===== config.mk =====
export PLATFORM = sky130hd
export DESIGN_NAME = mem_ctrl
export DESIGN_NICKNAME = d
export VERILOG_FILES = /design/src/rtl/mem_ctrl.sv
export SDC_FILE = /design/constraint.sdc
export NUM_CORES = 1
export LEC_CHECK = 0
export BUFFER_PORTS_ARGS = -buffer_cell sky130_fd_sc_hd__buf_2
export CORE_MARGIN = 5
export CORE_UTILIZATION = 57
export CTS_BUF_LIST = sky130_fd_sc_hd__clkbuf_4
export DETAILED_ROUTE_END_ITERATION = 7
export GPL_ROUTABILITY_DRIVEN = 0
export PLACE_DENSITY = 0.83
export SLEW_MARGIN = 10
export SYNTH_ARGS = -nofsm -noshare
export SYNTH_HDL_FRONTEND = slang
export SYNTH_SLANG_ARGS = --single-unit

===== constraint.sdc =====
create_clock -name clk_in -period 7.65 [get_ports clk_in]
set_input_delay 1.53 -clock clk_in [delete_from_list [all_inputs] [get_ports clk_in]]
set_output_delay 1.53 -clock clk_in [all_outputs]
set_load 0.1 [all_outputs]

===== src/rtl/mem_ctrl.sv =====
// mem_ctrl: serialises word/half/byte data requests and instruction fetches onto a byte-wide RAM bus.
// Optional feature macro MEM_CTRL_IO_STALL_EN: IO-region store bytes wait while io_buffer_full is high.
module mem_ctrl #(
  parameter int         ADDR_W = 32,
  parameter logic [1:0] IO_HI  = 2'b11
) (
  input  logic              clk_in,
  input  logic              rst_in,
  input  logic              rdy_in,
  input  logic              rob_clear_up,
  input  logic              lsb_visit_mem,
  input  logic [6:0]        op_type_out,
  input  logic [2:0]        op_out,
  input  logic [ADDR_W-1:0] store_addr_out,
  input  logic [31:0]       store_val_in,
  output logic              cache_welcome_signal,
  output logic              cache_ready,
  output logic              is_load,
  output logic [31:0]       load_val_out,
  input  logic              ifetch_req,
  input  logic [ADDR_W-1:0] ifetch_addr,
  output logic              ifetch_ready,
  output logic [31:0]       ifetch_inst,
  input  logic [7:0]        mem_din,
  output logic [7:0]        mem_dout,
  output logic [31:0]       mem_a,
  output logic              mem_wr,
  input  logic              io_buffer_full
);

  localparam logic [6:0] LD_TYPE = 7'b0000011;

  typedef enum logic [1:0] {IDLE, LOAD, STORE, FETCH} state_t;

  state_t      r_state;
  state_t      w_nextState;
  logic [2:0]  r_cnt;
  logic [2:0]  r_op;
  logic [31:0] r_addr;
  logic [31:0] r_data;

  logic        w_welcome;
  logic        w_reqIsLoad;
  logic        w_acceptLsb;
  logic        w_acceptFetch;
  logic [31:0] w_lsbAddr;
  logic [31:0] w_fetchAddr;
  logic [31:0] w_nextAddr;
  logic [31:0] w_assembled;
  logic [31:0] w_extended;
  logic [2:0]  w_len;
  logic [2:0]  w_cntInc;
  logic        w_lastRead;
  logic        w_lastWrite;
  logic [1:0]  w_capIdx;
  logic [1:0]  w_nextIdx;
  logic [7:0]  w_nextByte;
  logic        w_stallAccept;
  logic        w_stallNext;
  logic        w_stallHold;

  assign w_lsbAddr   = 32'(store_addr_out);
  assign w_fetchAddr = 32'(ifetch_addr);

`ifdef MEM_CTRL_IO_STALL_EN
  // Each IO byte is checked at the edge that would start driving it.
  assign w_stallAccept = (w_lsbAddr[17:16] == IO_HI) && io_buffer_full;
  assign w_stallNext   = (w_nextAddr[17:16] == IO_HI) && io_buffer_full;
  assign w_stallHold   = (mem_a[17:16] == IO_HI) && io_buffer_full;
`else
  logic w_unusedIo;
  assign w_unusedIo    = &{1'b0, io_buffer_full, IO_HI};
  assign w_stallAccept = 1'b0;
  assign w_stallNext   = 1'b0;
  assign w_stallHold   = 1'b0;
`endif

  always_comb begin
    unique case (r_op[1:0])
      2'd0:    w_len = 3'd1;
      2'd1:    w_len = 3'd2;
      default: w_len = 3'd4;
    endcase
  end

  assign w_cntInc    = r_cnt + 3'd1;
  assign w_nextAddr  = r_addr + {29'd0, w_cntInc};
  assign w_lastRead  = (r_cnt == w_len);
  assign w_lastWrite = (w_cntInc == w_len);
  assign w_capIdx    = 2'(r_cnt - 3'd1);
  assign w_nextIdx   = w_cntInc[1:0];
  assign w_nextByte  = r_data[{w_nextIdx, 3'b000} +: 8];

  // mem_din lags mem_a by one cycle, so the byte arriving now belongs to index cnt-1.
  always_comb begin
    w_assembled = r_data;
    if (r_cnt != 3'd0) begin
      w_assembled[{w_capIdx, 3'b000} +: 8] = mem_din;
    end
  end

  always_comb begin
    unique case (r_op)
      3'd0:    w_extended = {{24{w_assembled[7]}}, w_assembled[7:0]};
      3'd1:    w_extended = {{16{w_assembled[15]}}, w_assembled[15:0]};
      3'd4:    w_extended = {24'd0, w_assembled[7:0]};
      3'd5:    w_extended = {16'd0, w_assembled[15:0]};
      default: w_extended = w_assembled;
    endcase
  end

  always_ff @(posedge clk_in or posedge rst_in) begin
    if (rst_in) begin
      r_state <= IDLE;
    end else if (rdy_in) begin
      r_state <= w_nextState;
    end
  end

  always_comb begin
    w_nextState = r_state;
    unique case (r_state)
      IDLE: begin
        if (w_acceptLsb) begin
          w_nextState = w_reqIsLoad ? LOAD : STORE;
        end else if (w_acceptFetch) begin
          w_nextState = FETCH;
        end
      end
      LOAD, FETCH: begin
        if (rob_clear_up || w_lastRead) begin
          w_nextState = IDLE;
        end
      end
      STORE: begin
        if (mem_wr && w_lastWrite) begin
          w_nextState = IDLE;
        end
      end
      default: w_nextState = IDLE;
    endcase
  end

  // Pending ready pulses keep welcome low so a still-held request is not taken twice.
  always_comb begin
    w_welcome            = (r_state == IDLE) && !cache_ready && !ifetch_ready;
    w_reqIsLoad          = (op_type_out == LD_TYPE);
    w_acceptLsb          = rdy_in && w_welcome && !rob_clear_up && lsb_visit_mem;
    w_acceptFetch        = rdy_in && w_welcome && !rob_clear_up && !lsb_visit_mem && ifetch_req;
    cache_welcome_signal = w_welcome;
  end

  always_ff @(posedge clk_in or posedge rst_in) begin
    if (rst_in) begin
      r_cnt        <= 3'd0;
      r_op         <= 3'd0;
      r_addr       <= 32'd0;
      r_data       <= 32'd0;
      cache_ready  <= 1'b0;
      is_load      <= 1'b0;
      load_val_out <= 32'd0;
      ifetch_ready <= 1'b0;
      ifetch_inst  <= 32'd0;
      mem_a        <= 32'd0;
      mem_dout     <= 8'd0;
      mem_wr       <= 1'b0;
    end else if (rdy_in) begin
      cache_ready  <= 1'b0;
      ifetch_ready <= 1'b0;
      unique case (r_state)
        IDLE: begin
          if (w_acceptLsb) begin
            r_addr   <= w_lsbAddr;
            r_data   <= store_val_in;
            r_op     <= op_out;
            r_cnt    <= 3'd0;
            mem_a    <= w_lsbAddr;
            mem_dout <= store_val_in[7:0];
            mem_wr   <= !w_reqIsLoad && !w_stallAccept;
          end else if (w_acceptFetch) begin
            r_addr <= w_fetchAddr;
            r_data <= 32'd0;
            r_op   <= 3'd2;
            r_cnt  <= 3'd0;
            mem_a  <= w_fetchAddr;
            mem_wr <= 1'b0;
          end
        end
        LOAD, FETCH: begin
          if (!rob_clear_up) begin
            mem_a  <= w_nextAddr;
            r_data <= w_assembled;
            r_cnt  <= w_cntInc;
            if (w_lastRead) begin
              if (r_state == LOAD) begin
                cache_ready  <= 1'b1;
                is_load      <= 1'b1;
                load_val_out <= w_extended;
              end else begin
                ifetch_ready <= 1'b1;
                ifetch_inst  <= w_assembled;
              end
            end
          end
        end
        STORE: begin
          if (!mem_wr) begin
            mem_wr <= !w_stallHold;
          end else if (w_lastWrite) begin
            mem_wr       <= 1'b0;
            cache_ready  <= 1'b1;
            is_load      <= 1'b0;
            load_val_out <= 32'd0;
          end else begin
            mem_a    <= w_nextAddr;
            mem_dout <= w_nextByte;
            r_cnt    <= w_cntInc;
            mem_wr   <= !w_stallNext;
          end
        end
        default: begin
        end
      endcase
    end
  end

endmodule

==> impl_results.md <==
* Syn. warnings at 0
* Setup Slack @ Placement at 3.57 ns
* Worst skew pair latency at 0.58 ns
* Leak at 0.00545 µW
* Post_cts resized at 0
* CP max stage cell: a221oi_4
* CP endpoint kind: register
* Top-level port count at 230
* Mapped cell area at approximately 10,000 µm²
* Clock Path Buffers at 2
* Hold path depth at 2
* CP Class: reg -> reg
* Area of the die at 20,700 µm²
* Tot GR Track Use at between 20% and 30%
* Maximum VDD drop at 0.493 mV
* Clock Skew at 0.0292 ns
* DIE WIDTH at around 140 µm
* TritonCTS Buffers at 17
* Filler Cells Inserted at around 1.5k
* Hold WC Path Type: reg -> reg
* Syn Area/Cell at 9.53 µm²
* EDFF count, synth at 0
* Number of routed nets with antenna violations at 0
* Clk slew on worst S/H paths at ~0.15 ns
* Power density cells at 494 nW/µm²
* Gate Count Post-Synth at 1,070
* Core area at 17,800 µm²
* IO buf count at 228
* Outcome: completed
* Initial cell density of the core at 57.4%
* Critical Path Source Type: register
* Drt wl/cell at 19.4 µm
* Congestion Overflow GR at 0
* CP required at 8.12 ns
* Rel. slew slack at 28.1%
* Synth Register Bits at between 150 and 200
* Worst-Margin Slew at approximately 1.1 ns
* RSZ-0062 raised after global routing: false
* Setup violators final at 0
* Tmin final at 3.99 ns
* 1st-pass router iterations at 6
* Post-route DRC violation count at 0
* R2R setup slack at 3.66 ns
* FF-to-FF path depth at 10
* Layout area overhead at 15.0%
* R2R Path End: load_val_out[23]
* Post-synthesis async set-or-reset flop share at 100%
* Via count at just over 9k
* Final worst-path cycle share at 52.1%
* Postcts setup bufs at 0
* Most used cell, CP: buf_4
* Simple-gate portion of the synthesized area at 16.1%
* Die Height at 144 µm
* Hold Vio Cnt, Final at 0
* Most used DFF post-synth: dfrtp_1
* Hold path start: ifetch_inst[12]
* Area contributors post-synth: dfrtp_1 (44%), mux2_2 (6.6%), o21ai_0 (5.1%)
* Initial antenna violation count at 2
* Slew Viols, Final at 0
* Post-synthesis compound-gate area fraction at about a fifth
* Post-synthesis mux area share at 12.6%
* Hold Path End: ifetch_inst[12]
* Worst setup margin at 3.66 ns
* First-pass GRT wire length at 45,300 µm
* Post-synth top area share at 44.2%
* Maxcap violations at 0
* Largest net degree at the start of global routing at between 100 and 150
* FP Rows at 49
* CTS tree: built
* CTS Sinks at 180
* Hold-fix buffers, CTS at 0
* CTS Root Cell: clkbuf_4
* Htree depth at 4
* Sequential area share after synthesis at 44.2%
* Final WL at between 20,000 and 30,000 µm
* Share of layout cells above drive strength 1 at between 20% and 30%
* Max FO, Critical Path at 31
* XOR/XNOR Fraction of Synth Area at 1.46%
* Post-synthesis adder-cell area fraction at 1.79%
* Vias in the first global route at approximately 8.6k
* Setup_tns at 0 ns
* Nets@finish at 1,386
* Critical Path AT at 4.46 ns
* Synth unique cells at 68
* Iteration-0 DRC Markers at just over 1k
* DPL Wire Length at 20,600 µm
* DR vias/cell at about 6.2
* Reg-to-Reg Start: r_cnt[0]
* Slowest Stage Delay on Critical Path at 0.66 ns
* Syn Nets at 1,205
* Largest family of logic cells by synthesized area: compound AO/OA/AOI/OAI gates
* FMAX at 0.251 GHz
* Worst path cell trace: buf_4, inv_1, ha_1, buf_4, or3_1, a211oi_2, nor2_1, a221oi_4, buf_4, mux2_2
* Cell taking the most area after synthesis: dfrtp_1
* Crit path from: r_cnt[0]
## area by class of cell
cell class,count,area [µm²],area share (%)
Antenna cell,2,5.00,0.0427
Multi-Input combinational cell,784,5270,44.9
Tap cell,229,287,2.44
Clock buffer,20,150,1.28
Inverter,27,106,0.907
Timing Repair Buffer,241,1240,10.6
Sequential cell,180,4500,38.4
Clock inverter,12,170,1.45
## layer usage
| layer | share of wire (%) | global-route usage, % |
|---|---|---|
| met1 | 42 | 39.7 |
| met2 | 46 | 43.0 |
| met3 | 9.8 | 5.52 |
| met4 | 2.8 | 8.62 |
| met5 | 0 | 0 |
## synth_stat cells, types with 8 or more instances
library cell  instances
dfrtp_1             180
o21ai_0             104
nand2_1             100
nor2_1               83
mux2_2               60
clkbuf_1             55
nand3_1              50
a21oi_1              48
mux2i_1              42
a31oi_1              27
inv_1                25
a21boi_0             22
and4_1               21
nor3_1               20
o31ai_1              19
o21a_1               18
nor2b_1              14
buf_2                13
ha_1                 13
xnor2_1              12
a211oi_1             11
a22o_1                9
o211ai_1              9
mux4_2                8
## worst max-delay path by stage
stage	end	slack (ns)	depth (start not counted)
floorplan	cache_ready	1.23	1
global placement	mem_a[2]	3.58	6
detailed placement	mem_a[6]	3.57	6
CTS	cache_welcome_signal	3.63	5
global route	load_val_out[23]	3.49	10
finish	load_val_out[23]	3.66	10
## metrics by stage
step	std cells	total power [µW]	util, %	hold WS (ns)	area [µm²]
3_5_place_dp	1461	5180	64.2	0.465	11400
4_1_cts	1493	5770	66.0	0.499	11700
6_report	1495	5800	66.0	0.491	11700
2_1_floorplan	1070	4470	-	0.460	10200
5_1_grt	1495	6090	66.0	0.516	11700
3_3_place_gp	1461	5110	64.2	0.457	11400
## worst max-delay path, delay by kind of cell, from the launching register on
family / cells / cell delay, ns
flops: 1 / 0.35
mux: 1 / 0.40
fa+ha+maj: 1 / 0.34
buf+inv: 4 / 1.20
simple gates: 2 / 0.54
compound gates: 2 / 1.03
## power by group
part / internal, µW / total [µW] / switching, µW
Combinational: 892 / 3600 / 2710
Clock: 245 / 596 / 351
Sequential: 1290 / 1600 / 309
Total: 2430 / 5800 / 3370
## kinds of logic after synthesis
| family | Yosys count |
|---|---|
| AO/OA/AOI/OAI | 305 |
| XOR/XNOR | 17 |
| adder cells (fa/ha/maj) | 14 |
| buffers and inverters | 106 |
| flip-flops | 180 |
| multiplexers | 111 |
| AND/OR/NAND/NOR | 337 |
## registers in the layout (all words and copies together) (netlist names)
register      cells
mem_dout          8
mem_a            32
mem_wr            1
r_data           32
ifetch_ready      1
r_op              3
load_val_out     32
is_load           1
r_state           2
r_addr           32
cache_ready       1
ifetch_inst      32
r_cnt             3
## cells in the final DEF, fill, tap and decap left out, types with 18 or more instances in the layout
cell	synthesis	routed
and4_1	21	21
buf_2	13	228
a31oi_1	27	27
a21boi_0	22	22
o21ai_0	104	103
a21oi_1	48	48
o31ai_1	19	19
nor2_1	83	82
o21a_1	18	18
mux2_2	60	60
inv_1	25	24
nand2_1	100	100
nand3_1	50	50
mux2i_1	42	42
dfrtp_1	180	180
clkbuf_4	0	20
nor3_1	20	19
(Power assumes the default switching activity.)
